`config.mk`:
```
export PLATFORM = sky130hd
export DESIGN_NAME = wrr_sched
export DESIGN_NICKNAME = d
export VERILOG_FILES = /design/src/rtl/wrr_sched.sv
export SDC_FILE = /design/constraint.sdc
export NUM_CORES = 1
export LEC_CHECK = 0
export ABC_AREA = 1
export BUFFER_PORTS_ARGS = -buffer_cell sky130_fd_sc_hd__buf_2
export CAP_MARGIN = 20
export CORE_ASPECT_RATIO = 0.9
export CORE_MARGIN = 1.5
export CORE_UTILIZATION = 50
export CTS_CLUSTER_SIZE = 20
export DETAILED_ROUTE_END_ITERATION = 8
export GPL_TIMING_DRIVEN = 0
export PLACE_DENSITY = 0.84
export SLEW_MARGIN = 20
export SYNTH_ARGS = -nofsm -noshare
export SYNTH_HDL_FRONTEND = slang
export SYNTH_SLANG_ARGS = --single-unit
```
`constraint.sdc`:
```
create_clock -name clk -period 2.1 [get_ports clk]
set_input_delay 0.42 -clock clk [delete_from_list [all_inputs] [get_ports clk]]
set_output_delay 0.42 -clock clk [all_outputs]
set_load 0.02 [all_outputs]
```
`src/rtl/wrr_sched.sv`:
```
// wrr_sched: weighted round-robin scheduler over N ready queues.
// Each granted queue receives up to its weight in consecutive transfers
// before the grant rotates to the next eligible queue. The grant is held
// until the downstream consumer acks it. All outputs are registered, so
// q_rdy and ack reach the outputs only through a clock edge.
module wrr_sched #(
    parameter int N   = 4,
    parameter int WW  = 4,
    parameter int IDW = $clog2(N)
) (
    input  logic            clk,
    input  logic            rst,
    input  logic [N-1:0]    q_rdy,
    input  logic [N*WW-1:0] q_wgt,
    input  logic            ack,
    output logic [N-1:0]    sel,
    output logic [IDW-1:0]  sel_id,
    output logic            sel_vld
);

    logic [IDW-1:0] last;
    logic [WW-1:0]  credit;

    logic [N-1:0]   elig;
    logic           xfer;
    logic           upd;
    logic           cont;
    logic           found;
    logic [IDW-1:0] hit;
    logic [IDW-1:0] idx;

    logic [N-1:0]   nxt_sel;
    logic [IDW-1:0] nxt_id;
    logic           nxt_vld;
    logic [IDW-1:0] nxt_last;
    logic [WW-1:0]  nxt_credit;

    // A queue is eligible when it has data and a non-zero weight.
    always_comb begin
        for (int i = 0; i < N; i++) begin
            elig[i] = q_rdy[i] && (q_wgt[i*WW +: WW] != '0);
        end
    end

    // Search eligible queues starting just after the last grant, wrapping
    // so that the last granted queue is considered only after all others.
    always_comb begin
        found = 1'b0;
        hit   = '0;
        idx   = '0;
        for (int k = 1; k <= N; k++) begin
            idx = IDW'((int'(last) + k) % N);
            if (!found && elig[idx]) begin
                found = 1'b1;
                hit   = idx;
            end
        end
    end

    // Next grant: continue the current burst while credit remains, else
    // rotate and reload credit from the new queue's weight.
    always_comb begin
        xfer       = sel_vld && ack;
        upd        = !sel_vld || ack;
        cont       = xfer && (credit > WW'(1)) && elig[last];
        nxt_sel    = sel;
        nxt_id     = sel_id;
        nxt_vld    = sel_vld;
        nxt_last   = last;
        nxt_credit = credit;
        if (upd) begin
            if (cont) begin
                nxt_credit = credit - WW'(1);
            end else if (found) begin
                nxt_sel    = {{(N-1){1'b0}}, 1'b1} << hit;
                nxt_id     = hit;
                nxt_vld    = 1'b1;
                nxt_last   = hit;
                nxt_credit = q_wgt[int'(hit)*WW +: WW];
            end else begin
                nxt_sel = '0;
                nxt_id  = '0;
                nxt_vld = 1'b0;
            end
        end
    end

    // Grant, pointer and credit registers; reset points at N-1 so that
    // queue 0 has first priority after reset.
    always_ff @(posedge clk or posedge rst) begin
        if (rst) begin
            sel     <= '0;
            sel_id  <= '0;
            sel_vld <= 1'b0;
            last    <= IDW'(N - 1);
            credit  <= '0;
        end else begin
            sel     <= nxt_sel;
            sel_id  <= nxt_id;
            sel_vld <= nxt_vld;
            last    <= nxt_last;
            credit  <= nxt_credit;
        end
    end

endmodule

```
==> impl_results.md <==
* Root Driver: clkbuf_4
* Mapped Cells at 179
* CTS H-tree lvls at 1
* Worst r2r src: last[0]$_DFFE_PP1P_
* First-pass DRT Iterations at 4
* Initial Util at 53.0%
* Global route overflow at 0
* Crit path required time at 2300 ps
* Largest net degree at the start of global routing at 14
* Number of flops mapped to enable cells by yosys at 0
* Unique masters post-synth at 27
* Worst Tran Pin Value at 471 ps
* Peak supply drop at 0.00125 V
* Final Max Slew Viols at 0
* Avg WL per Cell at 12.5 um
* Asr flop ratio synth at 100%
* Die H at 48.4 um
* Leakage at 0.000820 uW
* Commonest non-fill, non-tap cell in the layout: nand2_1
* # fillers at 178
* Via count at 1305
* Critical Path Source Type: flip-flop
* Critical Path End Type: flip-flop
* F_max at 0.472 GHz
* Number of antenna diodes at 0
* Clk slew on worst S/H paths at 70 ps
* Finished Layout Cells at 245
* DRT iter0 DRCs at 58
* Via density at 5.33
* Core ar. at 2160 sq um
* GP Congestion at 0.926
* Crit path kind: flip-flop to flip-flop
* Ys flop type: dfrtp_1
* ANT nets after route at 0
* Pwr dens at 1990 nW/um^2
* Layout Skew at 0.618 ps
* Routed WL at 3.07 mm
* Fin crit period at 2120 ps
* Syn Nets at 204
* Initial antenna violation count at 0
* Yosys top cell area share at 24.0%
* CTS tree: done
* Fin Hold WS at 150 ps
* Layout cells sized above 1 at 35.3%
* Vias in the first global route at 1163
* Die area at 2590 sq um
* Cell Area, Placed at 1320 sq um
* First-pass GRT wire length at 4.75 mm
* Setup slack at placement at -114 ps
* Die Width at 53.4 um
* Post-route cell area at 1510 sq um
* Worst skew pair latency at 270 ps
* IO buf count at 29
* Max-cap violations at 0
* IO Pins at 30
* Crit path max fanout at 8
* Post-Syn Area per Cell at 6.40 sq um
* Overall routing resource usage at 23.8%
* Synth Cell Area at 1140 sq um
* Unrepaired setup endpoints after global routing: yes
* HPWL after DPL at 2.24 mm
* Max_slew headroom at 68.6%
* DRC violation count after routing at 0
* Outcome: finished with violations
* Row count at 16
* Final Hold Viols at 0
* Failing checks: setup timing
* CP Launch Point: last[0]$_DFFE_PP1P_
* Worst hold path class: input port to asynchronous set/reset pin
* Clk buf depth at 2
* Final period utilization at 101%
* Seq cells post-synth at 13
* Nets at 244
* Most frequent cells in the layout: 56 x nand2_1, 29 x buf_2, 22 x nand3_1, 19 x nor2_1, 15 x inv_1
* Total CTS buffers at 3
* Final setup violation count at 1
* Placed cells at 235
* Synth-to-layout area growth at 31.8%
* Final WS setup at -17.7 ps
* Leading post-synthesis cells by cell area: dfrtp_1 24%, nand2_1 21%, nand3_1 13%, nor2_1 6.2%, inv_1 5.2%
* CTS sink count at 13
* Tot Pwr at 3000 uW
* WP data arrival at 2320 ps
* Cell taking the most area after synthesis: dfrtp_1
* Sequential fraction of the synthesis area at 28.6%
* Syn. warnings at 0
[path summary, 6_finish.rpt]
check                                             end  slack [ps]  cells after the start
worst max-delay path            credit[2]$_DFFE_PP0P_         -20                     13
max in group asynchronous         last[1]$_DFFE_PP1P_        1600                      2
worst min register to register  credit[1]$_DFFE_PP0P_         490                      2
worst min-delay path            sel_id[0]$_DFFE_PP0N_         150                      2
min in group clk                credit[1]$_DFFE_PP0P_         490                      2
worst max register to register  credit[2]$_DFFE_PP0P_         -20                     13
[sequential cells by signal, summed over array words and instances (netlist names)]
| register | cells |
|---|---|
| credit | 4 |
| sel | 4 |
| last | 2 |
| sel_vld | 1 |
| sel_id | 2 |
[metal layers]
layer  routed length, um  global-route usage, %  share of wire [%]  up-vias
met5                   0                      0                  0        -
met4                   8                   3.85               0.26        0
met3                 189                   3.70                6.2        2
met2                1460                   38.3                 48       50
met1                1400                   33.9                 46      594
li1                    -                      -                  -      659
[metrics by stage]
step,TNS (ps),util [%]
final,-17.7,69.8
after global routing,-427,69.8
after CTS,0,63.7
after detailed placement,-615,61.2
after global placement,-582,61.2
after floorplan,0,-
[worst max-delay path, stage by stage (launching register included)]
cell and delay, ps:
dfstp_2 540, buf_8 140, xnor2_4 160, inv_2 90, buf_4 150, nand2_1 60
nand2_1 70, nand3_2 90, nand3_1 130, a21oi_2 280, nand2_1 90, nand2_1 60
nand2_1 70, a21oi_2 120
[where the power goes]
| group | internal (uW) | total, uW | leakage, uW | switching, uW |
|---|---|---|---|---|
| logic | 856 | 2370 | 0.000649 | 1510 |
| clock network | 73.5 | 149 | 0.0000150 | 75.4 |
| registers | 394 | 487 | 0.000156 | 93.0 |
[cell usage after synthesis, types with 2 or more instances]
cell       n
a21oi_2    2
nor2_1    19
nand4_1    2
nand2_4    2
o21ai_0    5
inv_1     16
dfstp_2    2
nand2_1   64
nand3b_1   3
inv_2      4
ha_1       2
o21ai_1    2
nand3_1   29
dfrtp_1   11
a21oi_1    2
nand2_2    3
[final cells by class]
type	instances	area, sq um	share of cell area, %
sequential	13	328	21.7
multi-input combinational	145	838	55.6
clock buffer	4	26.3	1.74
buffer	1	15.0	0.995
tap	27	33.8	2.24
timing repair buffer	35	190	12.6
inverter	20	77.6	5.14
[cells by family after synthesis]
family / synth area share (%)
AND/OR/NAND/NOR: 50.1
AO/OA/AOI/OAI: 9.40
flip-flops: 28.6
adder cells (fa/ha/maj): 2.19
XOR/XNOR: 2.19
buffers and inverters: 7.54
[repair_timing]
action	in CTS	in global routing
pin swaps	0	7
hold buffers	0	0
setup endpoints to repair	10	11
buffers inserted	0	6
gates cloned	0	0
gates resized for setup	6	20
hold endpoints to repair	0	0
(Power assumes the default switching activity.)
